`src/rtl/color_sort_pkg.sv`:
```
// rtl/color_sort_pkg.sv - shared types and constants for the colour sort sequencer
package color_sort_pkg;

  typedef enum logic [2:0] {
    S_WAIT_WHITE,
    S_ARMED,
    S_CONFIRM,
    S_ACTUATE,
    S_CLEAR
  } sort_state_e;

  typedef enum logic {
    COL_RED   = 1'b0,
    COL_GREEN = 1'b1
  } color_e;

  localparam int unsigned FRAME_PIXELS   = 640 * 480;
  localparam int unsigned DEFAULT_THRESH = FRAME_PIXELS / 3;

  // Tally increment that wraps from modulus-1 back to zero.
  function automatic logic [3:0] wrap_inc(input logic [3:0] value, input int unsigned modulus);
    if (value >= 4'(modulus - 1)) begin
      return 4'd0;
    end
    return value + 4'd1;
  endfunction

endpackage

```
`src/rtl/ack_timeout_timer.sv`:
```
// rtl/ack_timeout_timer.sv - cycle counter that flags an overdue actuator acknowledge
module ack_timeout_timer #(
  parameter int unsigned LIMIT = 1000000
) (
  input  logic clk,
  input  logic reset,
  input  logic start,
  input  logic run,
  output logic expired
);

  localparam int TW = $clog2(LIMIT + 1);
  localparam logic [TW-1:0] LAST = TW'(LIMIT - 1);

  logic [TW-1:0] count;

  // Count cycles spent waiting; start holds the count at zero so entry always begins fresh.
  always_ff @(posedge clk) begin
    if (reset || start) begin
      count <= '0;
    end else if (run && (count != LAST)) begin
      count <= count + TW'(1);
    end
  end

  // Fires on the LIMIT-th waiting cycle, so the request stays up for exactly LIMIT cycles.
  assign expired = run && (count == LAST);

endmodule

```
`src/rtl/color_sort_sequencer.sv`:
```
// rtl/color_sort_sequencer.sv - frame-level colour debounce, actuator handshake and sort tallies
module color_sort_sequencer
  import color_sort_pkg::*;
#(
  parameter logic [31:0] THRESH         = 32'(DEFAULT_THRESH),
  parameter int unsigned CONFIRM_FRAMES = 3,
  parameter int unsigned ACK_TIMEOUT    = 1000000,
  parameter int unsigned COUNT_MOD      = 6
) (
  input  logic        clk,
  input  logic        reset,
  input  logic        frame_done,
  input  logic [31:0] red_pix,
  input  logic [31:0] green_pix,
  input  logic [31:0] white_pix,
  output logic        act_req,
  output logic        act_color,
  input  logic        act_ack,
  output logic [3:0]  redCount,
  output logic [3:0]  greenCount,
  output logic        redLED,
  output logic        greenLED,
  output logic        busy,
  output logic        timeout_err
);

  localparam int CNT_W = (CONFIRM_FRAMES < 2) ? 1 : $clog2(CONFIRM_FRAMES + 1);
  localparam logic [CNT_W-1:0] CONFIRM_LAST = CNT_W'(CONFIRM_FRAMES - 1);

  sort_state_e      state;
  color_e           cand;
  logic [CNT_W-1:0] confirm_cnt;

  logic   is_red;
  logic   is_green;
  logic   is_white;
  color_e frame_color;

  logic timer_start;
  logic timer_run;
  logic timer_expired;

  // Per-frame classification; red wins when both colours exceed the threshold.
  always_comb begin
    is_red      = frame_done && (red_pix > THRESH);
    is_green    = frame_done && (green_pix > THRESH) && !is_red;
    is_white    = frame_done && (white_pix > THRESH);
    frame_color = is_green ? COL_GREEN : COL_RED;
  end

  // Timer is held clear outside ACTUATE so every handshake gets the full window.
  always_comb begin
    timer_start = (state != S_ACTUATE);
    timer_run   = (state == S_ACTUATE);
  end

  ack_timeout_timer #(
    .LIMIT (ACK_TIMEOUT)
  ) u_ack_timer (
    .clk     (clk),
    .reset   (reset),
    .start   (timer_start),
    .run     (timer_run),
    .expired (timer_expired)
  );

  // Sequencer FSM with registered handshake, tallies and indicators.
  always_ff @(posedge clk) begin
    if (reset) begin
      state       <= S_WAIT_WHITE;
      cand        <= COL_RED;
      confirm_cnt <= '0;
      act_req     <= 1'b0;
      act_color   <= 1'b0;
      redCount    <= 4'd0;
      greenCount  <= 4'd0;
      redLED      <= 1'b0;
      greenLED    <= 1'b0;
      busy        <= 1'b0;
      timeout_err <= 1'b0;
    end else begin
      case (state)
        S_WAIT_WHITE: begin
          if (is_white) begin
            state    <= S_ARMED;
            redLED   <= 1'b0;
            greenLED <= 1'b0;
          end
        end

        S_ARMED: begin
          if (is_red || is_green) begin
            cand        <= frame_color;
            confirm_cnt <= CNT_W'(1);
            busy        <= 1'b1;
            if (CONFIRM_FRAMES == 1) begin
              state     <= S_ACTUATE;
              act_req   <= 1'b1;
              act_color <= frame_color;
            end else begin
              state <= S_CONFIRM;
            end
          end
        end

        S_CONFIRM: begin
          if (is_red || is_green) begin
            if (frame_color == cand) begin
              confirm_cnt <= confirm_cnt + CNT_W'(1);
              if (confirm_cnt == CONFIRM_LAST) begin
                state     <= S_ACTUATE;
                act_req   <= 1'b1;
                act_color <= cand;
              end
            end else begin
              // A colour change restarts the debounce on the new colour.
              cand        <= frame_color;
              confirm_cnt <= CNT_W'(1);
            end
          end else if (frame_done) begin
            state       <= S_ARMED;
            confirm_cnt <= '0;
            busy        <= 1'b0;
          end
        end

        S_ACTUATE: begin
          // Ack is checked first so it wins over a simultaneous timeout.
          if (act_ack) begin
            act_req     <= 1'b0;
            confirm_cnt <= '0;
            state       <= S_CLEAR;
            if (cand == COL_GREEN) begin
              greenCount <= wrap_inc(greenCount, COUNT_MOD);
              greenLED   <= 1'b1;
              redLED     <= 1'b0;
            end else begin
              redCount <= wrap_inc(redCount, COUNT_MOD);
              redLED   <= 1'b1;
              greenLED <= 1'b0;
            end
          end else if (timer_expired) begin
            act_req     <= 1'b0;
            timeout_err <= 1'b1;
            confirm_cnt <= '0;
            busy        <= 1'b0;
            state       <= S_WAIT_WHITE;
          end
        end

        S_CLEAR: begin
          // The sorted object may still be in view; only an empty frame re-arms.
          if (is_white) begin
            state    <= S_ARMED;
            redLED   <= 1'b0;
            greenLED <= 1'b0;
            busy     <= 1'b0;
          end
        end

        default: begin
          state <= S_WAIT_WHITE;
          busy  <= 1'b0;
        end
      endcase
    end
  end

endmodule

```
`config.mk`:
```
export PLATFORM = sky130hd
export DESIGN_NAME = color_sort_sequencer
export DESIGN_NICKNAME = d
export VERILOG_FILES = /design/src/rtl/color_sort_pkg.sv /design/src/rtl/ack_timeout_timer.sv /design/src/rtl/color_sort_sequencer.sv
export SDC_FILE = /design/constraint.sdc
export NUM_CORES = 1
export LEC_CHECK = 0
export CORE_MARGIN = 3
export CORE_UTILIZATION = 45
export CTS_BUF_LIST = sky130_fd_sc_hd__clkbuf_8
export CTS_CLUSTER_SIZE = 20
export DETAILED_ROUTE_END_ITERATION = 7
export PLACE_DENSITY = 0.85
export SYNTH_ARGS = -nofsm -noshare
export SYNTH_HDL_FRONTEND = slang
export SYNTH_SLANG_ARGS = --single-unit
```
`constraint.sdc`:
```
create_clock -name clk -period 5.3 [get_ports clk]
set_input_delay 0.795 -clock clk [delete_from_list [all_inputs] [get_ports clk]]
set_output_delay 0.795 -clock clk [all_outputs]
set_load 0.02 [all_outputs]
```
Word-level counts from Yosys, hierarchy flattened --
Index checks and enable logic that the tools add are counted.
Storage, ports and cells: flip-flop bits (word level) 40, output and inout port bits 14, word-level logic and storage cells 127
Cells by class: add/sub/neg operators 4, $lt $le $gt $ge 5, equality and inequality tests 25, multiplexer cells 53, bitwise operators 3, reduce and logical (&&, ||, !) cells 25
Operator list (number):
- $gt 32x17->1 const B | 3
- $mux 1 | 28
- $mux 3 | 8
- $ne 2x2->1 const B | 11
- $add 20x1->20 const B | 1
- $eq 20x20->1 const B | 1
- $ne 20x20->1 const B | 1
- $mux 4 | 4
- $mux 2 | 6
- $ne 3x3->1 const B | 4
- $pmux 3 s4 | 1
- $reduce_and 3->1 | 4
- $reduce_and 4->1 | 3
- $add 4x1->4 const B | 2
- $ge 4x3->1 const B | 2
- $pmux 1 s2 | 4
- $reduce_and 7->1 | 1
- $eq 3x2->1 const B | 2
- $logic_and 1x1->1 | 6
- $pmux 2 s3 | 1
- $reduce_and 6->1 | 1
- $reduce_bool 2->1 | 3
- $pmux 1 s5 | 1
- $reduce_and 5->1 | 1
- 13 further kinds | 16

Longest topological paths before layout --
depth after elaboration 9, mapped depth 7, mapped depth without buffers 6

Modules after synthesis --
From an unflattened synthesis, not the netlist that was laid out.
Unflattened totals: cell total of the unflattened synthesis 307, area total of the unflattened synthesis 2488.6 sq um
Modules (own cells, without submodules):
- color_sort_sequencer | times used 1, cells an instance 178, area an instance 1395.1 sq um
- ack_timeout_timer | times used 1, cells an instance 129, area an instance 1093.5 sq um

Least setup slack after synthesis --
Ideal clock, no wire load.
path kind input to register, from in red_pix[1], to reg state[0], setup time 116 ps, arrival time 2211 ps, data required time 5184 ps, setup slack 2973 ps, stages on the path 6, path buffers 0, path through nor4_1 -> nand4_1 -> a211oi_4 -> a31oi_1 -> and2_4 -> a41o_1
On the way: cells in the longest elaborated chain, start to end 8, elaborated cells on any way between the ends 14
Ends and longest elaborated chain:
- start: declaration | RTL line color_sort_sequencer.sv:13 | input logic [31:0] red_pix,
- $gt 32x17->1 * | RTL line color_sort_sequencer.sv:45 | is_red = frame_done && (red_pix > THRESH);
- $logic_and 1x1->1 * | RTL line color_sort_sequencer.sv:45
- $logic_not 1->1 | RTL line color_sort_sequencer.sv:46 | is_green = frame_done && (green_pix > THRESH) && !is_red;
- $logic_and 1x1->1 | RTL line color_sort_sequencer.sv:46
- $mux 1 | RTL line color_sort_sequencer.sv:48 | frame_color = is_green ? COL_GREEN : COL_RED;
- $eq 1x1->1 | RTL line color_sort_sequencer.sv:108 | if (frame_color == cand) begin
- $ne 3x3->1 (no line)
- $reduce_and 6->1 (no line)
- end signal: assignment | RTL line color_sort_sequencer.sv:101 | state <= S_CONFIRM;
- end signal: assignment | RTL line color_sort_sequencer.sv:111 | state <= S_ACTUATE;
- end signal: assignment | RTL line color_sort_sequencer.sv:121 | state <= S_ARMED;
- end: declaration | RTL line color_sort_sequencer.sv:30 | sort_state_e state;
Mark *: on every way between the ends. The rest lies on a longest branch, timed or not. A chain may end at the register's enable or synchronous reset.

Worst setup path after layout --
from in red_pix[13], to reg state[0]
The elaborated chain is that of the path after synthesis.

==> reports/qor.yml <==
yosysWarnings: 0
synthXorXnorAreaFrac_pct: 8.59
dp_worst_setup_slack_ns: 2.31
synth-compound-area-share_pct: 18.5
crit_required_ns: 5.50
combPwrFrac_pct: 18.3
wl_per_cell_um: 16.2
wirelength_mm: 7.58
top_layer_used: "met4"
worstMarginPinSlew_ns: 0.680
syn_area_mm2: 0.00235
synth_edf_count: 0
ios: 114
holdWs_ns: 0.472
cts_inserted_buffers: 5
setup_viol: 0
p_switching_mw: 0.151
run_status: "finished clean"
numPortBuffers: 113
rsz0062_at_grt: "no"
dp_cells: 459
worstSetupStartpointType: "primary input"
clockBufferDepth: 2
rr_worst_depth: 6
yosys.area.top_type: "dfxtp_1"
drive_above_1_share_pct: 3.75
fmax_mhz: 368
num_antenna_cells: 0
cp.arrival_ns: 2.91
switching_share_pct: 23.6
dr.pass1.iters: 4
worst-path-max-fanout: 9
max_slew_margin_pct: 54.6
async_flop_share_pct: 0
place.gp.congestion: 0.863
grt_pass1_wl_mm: 12.4
synth-simple-area-share_pct: 31.0
synth_seq_cells: 40
muxShareOfSynthArea_pct: 0.853
clock_skew_ns: 0.00993
clkPwrFrac_pct: 33.1
met2_length_mm: 3.93
synth_top_area_share_pct: 34.1
antenna_left: 0
hold_buffers: 0
post-route-drc-count: 0
crit_chain: "clkdlybuf4s50_1 -> nor4_1 -> nand4_1 -> a211oi_4 -> a31oi_1 -> and2_4 -> a41o_1"
vias: 2587
finalCriticalPeriod_ns: 2.71
synth_top_family_by_area: "simple AND/OR/NAND/NOR gates"
row_count: 25
drt_iter0_drc: 141
antenna_found_initial: 0
finalCritPeriodShare_pct: 51.2
seq_power_share_pct: 48.5
cts_root_buffer: "clkbuf_8"
path_buf_inv: 1
dieWidth_um: 78.2
fin_ws_ns: 2.59
critical_path_class: "primary input to register"
total_power_mw: 0.639
leakagePower_nw: 1.19
h-tree-depth: 2
pwr_density_cell_mw_per_mm2: 176
dieArea_mm2: 0.00612
fin_util_pct: 74.3
final_cells: 467
grt_overflow: 0
worstSetupEndpointType: "register"
stdcell_area_mm2: 0.00363
cp.depth: 7
ys_seq_area_share_pct: 34.1
dieHeight_um: 78.2
final_net_count: 507
syn_nets: 394
synth_ff_type: "dfxtp_1"
area_growth_pct: 54.6
cp_slowest_cell: "a211oi_4"
grt_max_degree: 21
vias_per_cell: 5.54
hold_violations: 0
m1WireLength_mm: 3.03
cp_slowest_stage_delay_ns: 0.45
drv_slew: 0
start_util_pct: 48.1
grt_pass1_vias: 2591
placed_area_mm2: 0.00353
hold_class: "register to register"
path_clk_slew_ns: 0.08
maxCapViolations: 0
fin_tns_setup_ns: 0
dpl.hpwl_mm: 6.09
syn_avg_cell_area_um2: 8.20
yosys-top-cells-area: "dfxtp_1, nor4_1, nor2_1"
core_region_area_mm2: 0.00488
peakVddDrop_mv: 0.126
tritoncts: "built"
dr_wl_met3_um: 499
yosysUniqueCellTypes: 48
insertion_delay_ns: 0.30
numClockSinks: 40
hold_depth: 2
postCtsSetupRepairBufs: 0
p_int_mw: 0.488
cts-resized-gates: 0
critPathTopFamily: "compound AO/OA/AOI/OAI gates"
synthAdderAreaFrac_pct: 4.27
synth_cells: 286
grt_use_total_pct: 25.2
path summary, 6_finish.rpt:
check	from	endpoint	slack (ns)
worst max register to register	u_ack_timer.count[8]	confirm_cnt[1]	3.24
worst min register to register	greenLED	greenLED	0.47
worst max-delay path	red_pix[13]	state[0]	2.59
worst min-delay path	greenLED	greenLED	0.47
registers in the layout, summed over array words and instances (netlist names):
signal             flops
busy                   1
cand                   1
state                  3
redCount               4
act_color              1
greenLED               1
u_ack_timer.count     20
greenCount             4
redLED                 1
timeout_err            1
confirm_cnt            2
act_req                1
cells in the mapped netlist, types with 6 or more instances:
master and number:
nand3_1 12, o21ai_0 11, nor2_1 31, nor4_1 20
dfxtp_1 40, xor2_1 12, a21oi_1 16, inv_1 8
clkbuf_1 6, nor3_1 9, nand4_1 8, xnor2_1 11
nand2_1 30, ha_1 8
per-layer routing:
| layer | up-vias | global-route usage, % |
|---|---|---|
| met5 | - | 0 |
| met1 | 1192 | 28.7 |
| met3 | 13 | 5.28 |
| met2 | 98 | 46.6 |
| met4 | 0 | 8.22 |
| li1 | 1284 | - |
cell families (layout without fill, tap and decap cells):
| family | Yosys count | count (layout) |
|---|---|---|
| multiplexers | 2 | 2 |
| flip-flops | 40 | 40 |
| AND/OR/NAND/NOR | 139 | 139 |
| buffers and inverters | 16 | 130 |
| adder cells (fa/ha/maj) | 8 | 8 |
| AO/OA/AOI/OAI | 58 | 58 |
| XOR/XNOR | 23 | 23 |
worst reg2reg max path: stages, from the launching register on:
cell,delay [ns]
dfxtp_1,0.36
nor4b_1,0.46
and4_1,0.42
nand2_1,0.15
nand2_1,0.20
nand3_1,0.11
a32o_1,0.27
power by group through the flow:
stage / clock network (mW) / logic [mW] / registers (mW)
floorplan: 0 / 0.0339 / 0.314
global placement: 0 / 0.114 / 0.316
detailed placement: 0 / 0.116 / 0.317
CTS: 0.215 / 0.117 / 0.310
global route: 0.229 / 0.126 / 0.311
finish: 0.212 / 0.117 / 0.310
cells in the final DEF (no fill, tap or decap), types with 3 or more instances in the layout:
master	instances
inv_1	8
a21oi_1	16
ha_1	8
a211o_1	3
nor2_1	31
xnor2_1	11
dfxtp_1	40
clkdlybuf4s50_1	113
nand2b_1	3
xor2_1	12
o21ai_0	11
a31oi_1	5
nand2_1	30
and2_1	5
clkbuf_8	6
nor3_1	9
and4_1	5
nand4_1	8
or3_1	5
a211oi_1	3
nor4_1	20
nand3_1	12
cell type report:
class	instances	area [um2]
clock buffers	6	82.6
clock inverters	2	10.0
fillers	387	1250
inverters	9	33.8
multi-input cells	230	1480
flip-flops and latches	40	801
well taps	67	83.8
repair buffers	113	1130
Note: power is estimated with default switching activity, not from simulation.
==> edit, RTL diff (same settings) <==
Make the reset (`reset`) asynchronous in one clocked block.
--- a/src/rtl/color_sort_sequencer.sv
+++ b/src/rtl/color_sort_sequencer.sv
@@ -66,5 +66,5 @@
 
   // Sequencer FSM with registered handshake, tallies and indicators.
-  always_ff @(posedge clk) begin
+  always_ff @(posedge clk or posedge reset) begin
     if (reset) begin
       state       <= S_WAIT_WHITE;
Function: differs if reset is asserted again (counterexample within 4 cycles, from zero or initial values and one cycle with reset high); with reset held inactive, the same outputs for 10 cycles.
==> edit against the original RTL <==
  * Sequential cell count stayed put
  * Wire length decreased by 15%
  * Setup slack lost 0.052 ns
  * Fmax down 1.9%
  * First-iteration DRC count is 18% lower
  * Cell area decreased by 0.14%
  * Area after synthesis increased by 0.64%
  * Utilization shrank 0.10 points
  * Critical path type unchanged
  * Largest cell class unchanged
  * Highest routed layer unchanged
Power is not compared: it rests on default switching activity, and its combinational part moved more than twofold at a synthesized area within 25%.
==> edit: results (changes against the original RTL) <==
| Metric | Value |
|---|---|
| Clk slew on worst S/H paths | `0.08 ns (about the same)` |
| Worst hold start | `timeout_err$_DFFE_PP0P_ (was greenLED$_SDFFE_PP0P_)` |
| Largest net degree at the start of global routing | `22 (was 21)` |
| Synth top area cells | `dfrtp_1, dfxtp_1, nor4_1 (was dfxtp_1, nor4_1, nor2_1)` |
| Post-route insts no fill | `455 (was 467)` |
| Layout cells sized above 1 | `0.0490 (was 0.0375)` |
| Post-CTS Repair Setup Buffers | `0 (unchanged)` |
| Synth cell count leaders | `nor2_1, nand2_1, dfrtp_1, dfxtp_1, nor4_1 (was dfxtp_1, nor2_1, nand2_1)` |
| Clk_lat worst skew | `0.29 ns` |
| Final nets | `495 (was 507)` |
| Filler cell count | `365 (was 387)` |
| Worst hold stages | `1 (was 2)` |
| GRT Total Usage | `0.219 (was 0.252)` |
| Distinct cell type count after synthesis | `55 (was 48)` |
| Final GP Congestion | `0.914 (was 0.863)` |
| Tightest Pin Transition | `0.791 ns (was 0.680 ns)` |
| Crit path launch | `red_pix[0] (was red_pix[13])` |
| Status | `finished, final reports clean (unchanged)` |
| Fraction of registers with async set or reset after synthesis | `0.500 (was 0)` |
| Clock skew | `0.00883 ns (was 0.00993 ns)` |
| Post-synthesis sequential area ratio | `0.382 (was 0.341)` |
| CTS H-tree depth | `2 (unchanged)` |
| R2r worst-path depth | `7 (was 6)` |
| Biggest regs | `u_ack_timer.count x20, greenCount x4, redCount x4 (unchanged)` |
| Placed Area | `3540 um^2 (was 3530 um^2)` |
| IO Port Bufs | `113 (unchanged)` |
| Hold Crit Class | `reg2reg (unchanged)` |
| Syn Nets | `382 (was 394)` |
| Post-cts sizing count | `0 (unchanged)` |
| Hold Buf Count CTS | `0 (unchanged)` |
| First-pass GRT wire length | `10800 um (was 12400 um)` |
| Max FO, Critical Path | `10 (was 9)` |
| Crit path DAT | `2.95 ns (was 2.91 ns)` |
| LEAKAGE | `0.00135 uW` |
| Most common flop cell mapped by yosys | `dfxtp_1 (unchanged)` |
| Clock root buffer | `clkbuf_8 (unchanged)` |
| Initial antenna violation count | `0 (unchanged)` |
| Peak supply drop | `0.202 mV` |
| Clk buf depth | `2 (unchanged)` |
| Drt pass-1 iters | `6 (was 4)` |
| Avg Inst Size Synth | `8.62 um^2 (was 8.20 um^2)` |
| Post-Route WL | `6430 um (was 7580 um)` |
| Placed insts | `447 (was 459)` |
| Num CTS Buffers | `5 (unchanged)` |
| Antenna fix cells | `0 (unchanged)` |
| RR Startpoint | `u_ack_timer.count[0]$_SDFFE_PP0P_ (was u_ack_timer.count[8]$_SDFFE_PP0P_)` |
| 1st-iter DRT viols | `116 (was 141)` |
| Fin Setup TNS | `0 ns (unchanged)` |
| Synthesis warning total | `0 (unchanged)` |
| DP HPWL | `5280 um (was 6090 um)` |
| Vias after detailed routing | `2446 (was 2587)` |
## edit: changes by cell type in the layout (fill, tap and decap cells not counted), sizes merged, moves of 5 or more
cell,delta
a211oi,-6
nand2,-8
xnor2,-5
dfrtp,+20
dfxtp,-20
inv,+9
## edit: critical path, cell delays in order
cell and delay [ns]:
clkdlybuf4s50_1 0.42, nor4_1 0.33, nand4_1 0.13, a21oi_1 0.59, and2_1 0.32, a21oi_1 0.09
a311o_1 0.28
## edit: routing by layer
layer  routed length [um]  track usage
met1                 2780        0.272
met2                 3260        0.384
met3                  316       0.0447
met4                   72       0.0612
met5                    0            0
## edit: through the flow
stage | power [uW] | setup slack, ns
2_1_floorplan | 689 | 3.03
3_3_place_gp | 880 | 2.32
3_5_place_dp | 892 | 2.26
6_report | 1080 | 2.53
5_1_grt | 1150 | 2.35
4_1_cts | 1080 | 2.56
## edit: area by class of cell
type	count	area, um^2	share of cell area
multi-input combinational	212	1370	0.378
timing repair buffer	113	1130	0.312
sequential	40	901	0.249
tap	67	83.8	0.0232
clock buffer	5	68.8	0.0190
inverter	15	56.3	0.0155
clock inverter	3	12.5	0.00346
## edit: worst paths after layout
path | to | slack, ns
worst max-delay path | busy$_DFFE_PP0P_ | 2.53
worst min-delay path | timeout_err$_DFFE_PP0P_ | 0.49
worst max register to register | u_ack_timer.count[9]$_SDFFE_PP0P_ | 2.97
worst min register to register | timeout_err$_DFFE_PP0P_ | 0.49
max in group asynchronous | greenCount[1]$_DFFE_PP0P_ | 3.85
min in group asynchronous | greenCount[2]$_DFFE_PP0P_ | 0.95
## edit: kinds of logic (layout without fill, tap and decap cells)
| family | count (synthesis) | count (layout) | synth area share |
|---|---|---|---|
| mux | 2 | 2 | 0.00848 |
| xor+xnor | 16 | 16 | 0.0594 |
| compound gates | 53 | 53 | 0.166 |
| flops | 40 | 40 | 0.382 |
| buf+inv | 22 | 136 | 0.0392 |
| fa+ha+maj | 8 | 8 | 0.0424 |
| simple gates | 133 | 133 | 0.303 |
## edit: power breakdown
group / internal, uW / switching [uW]
clock network: 88.6 / 103
logic: 239 / 215
registers: 359 / 75.0
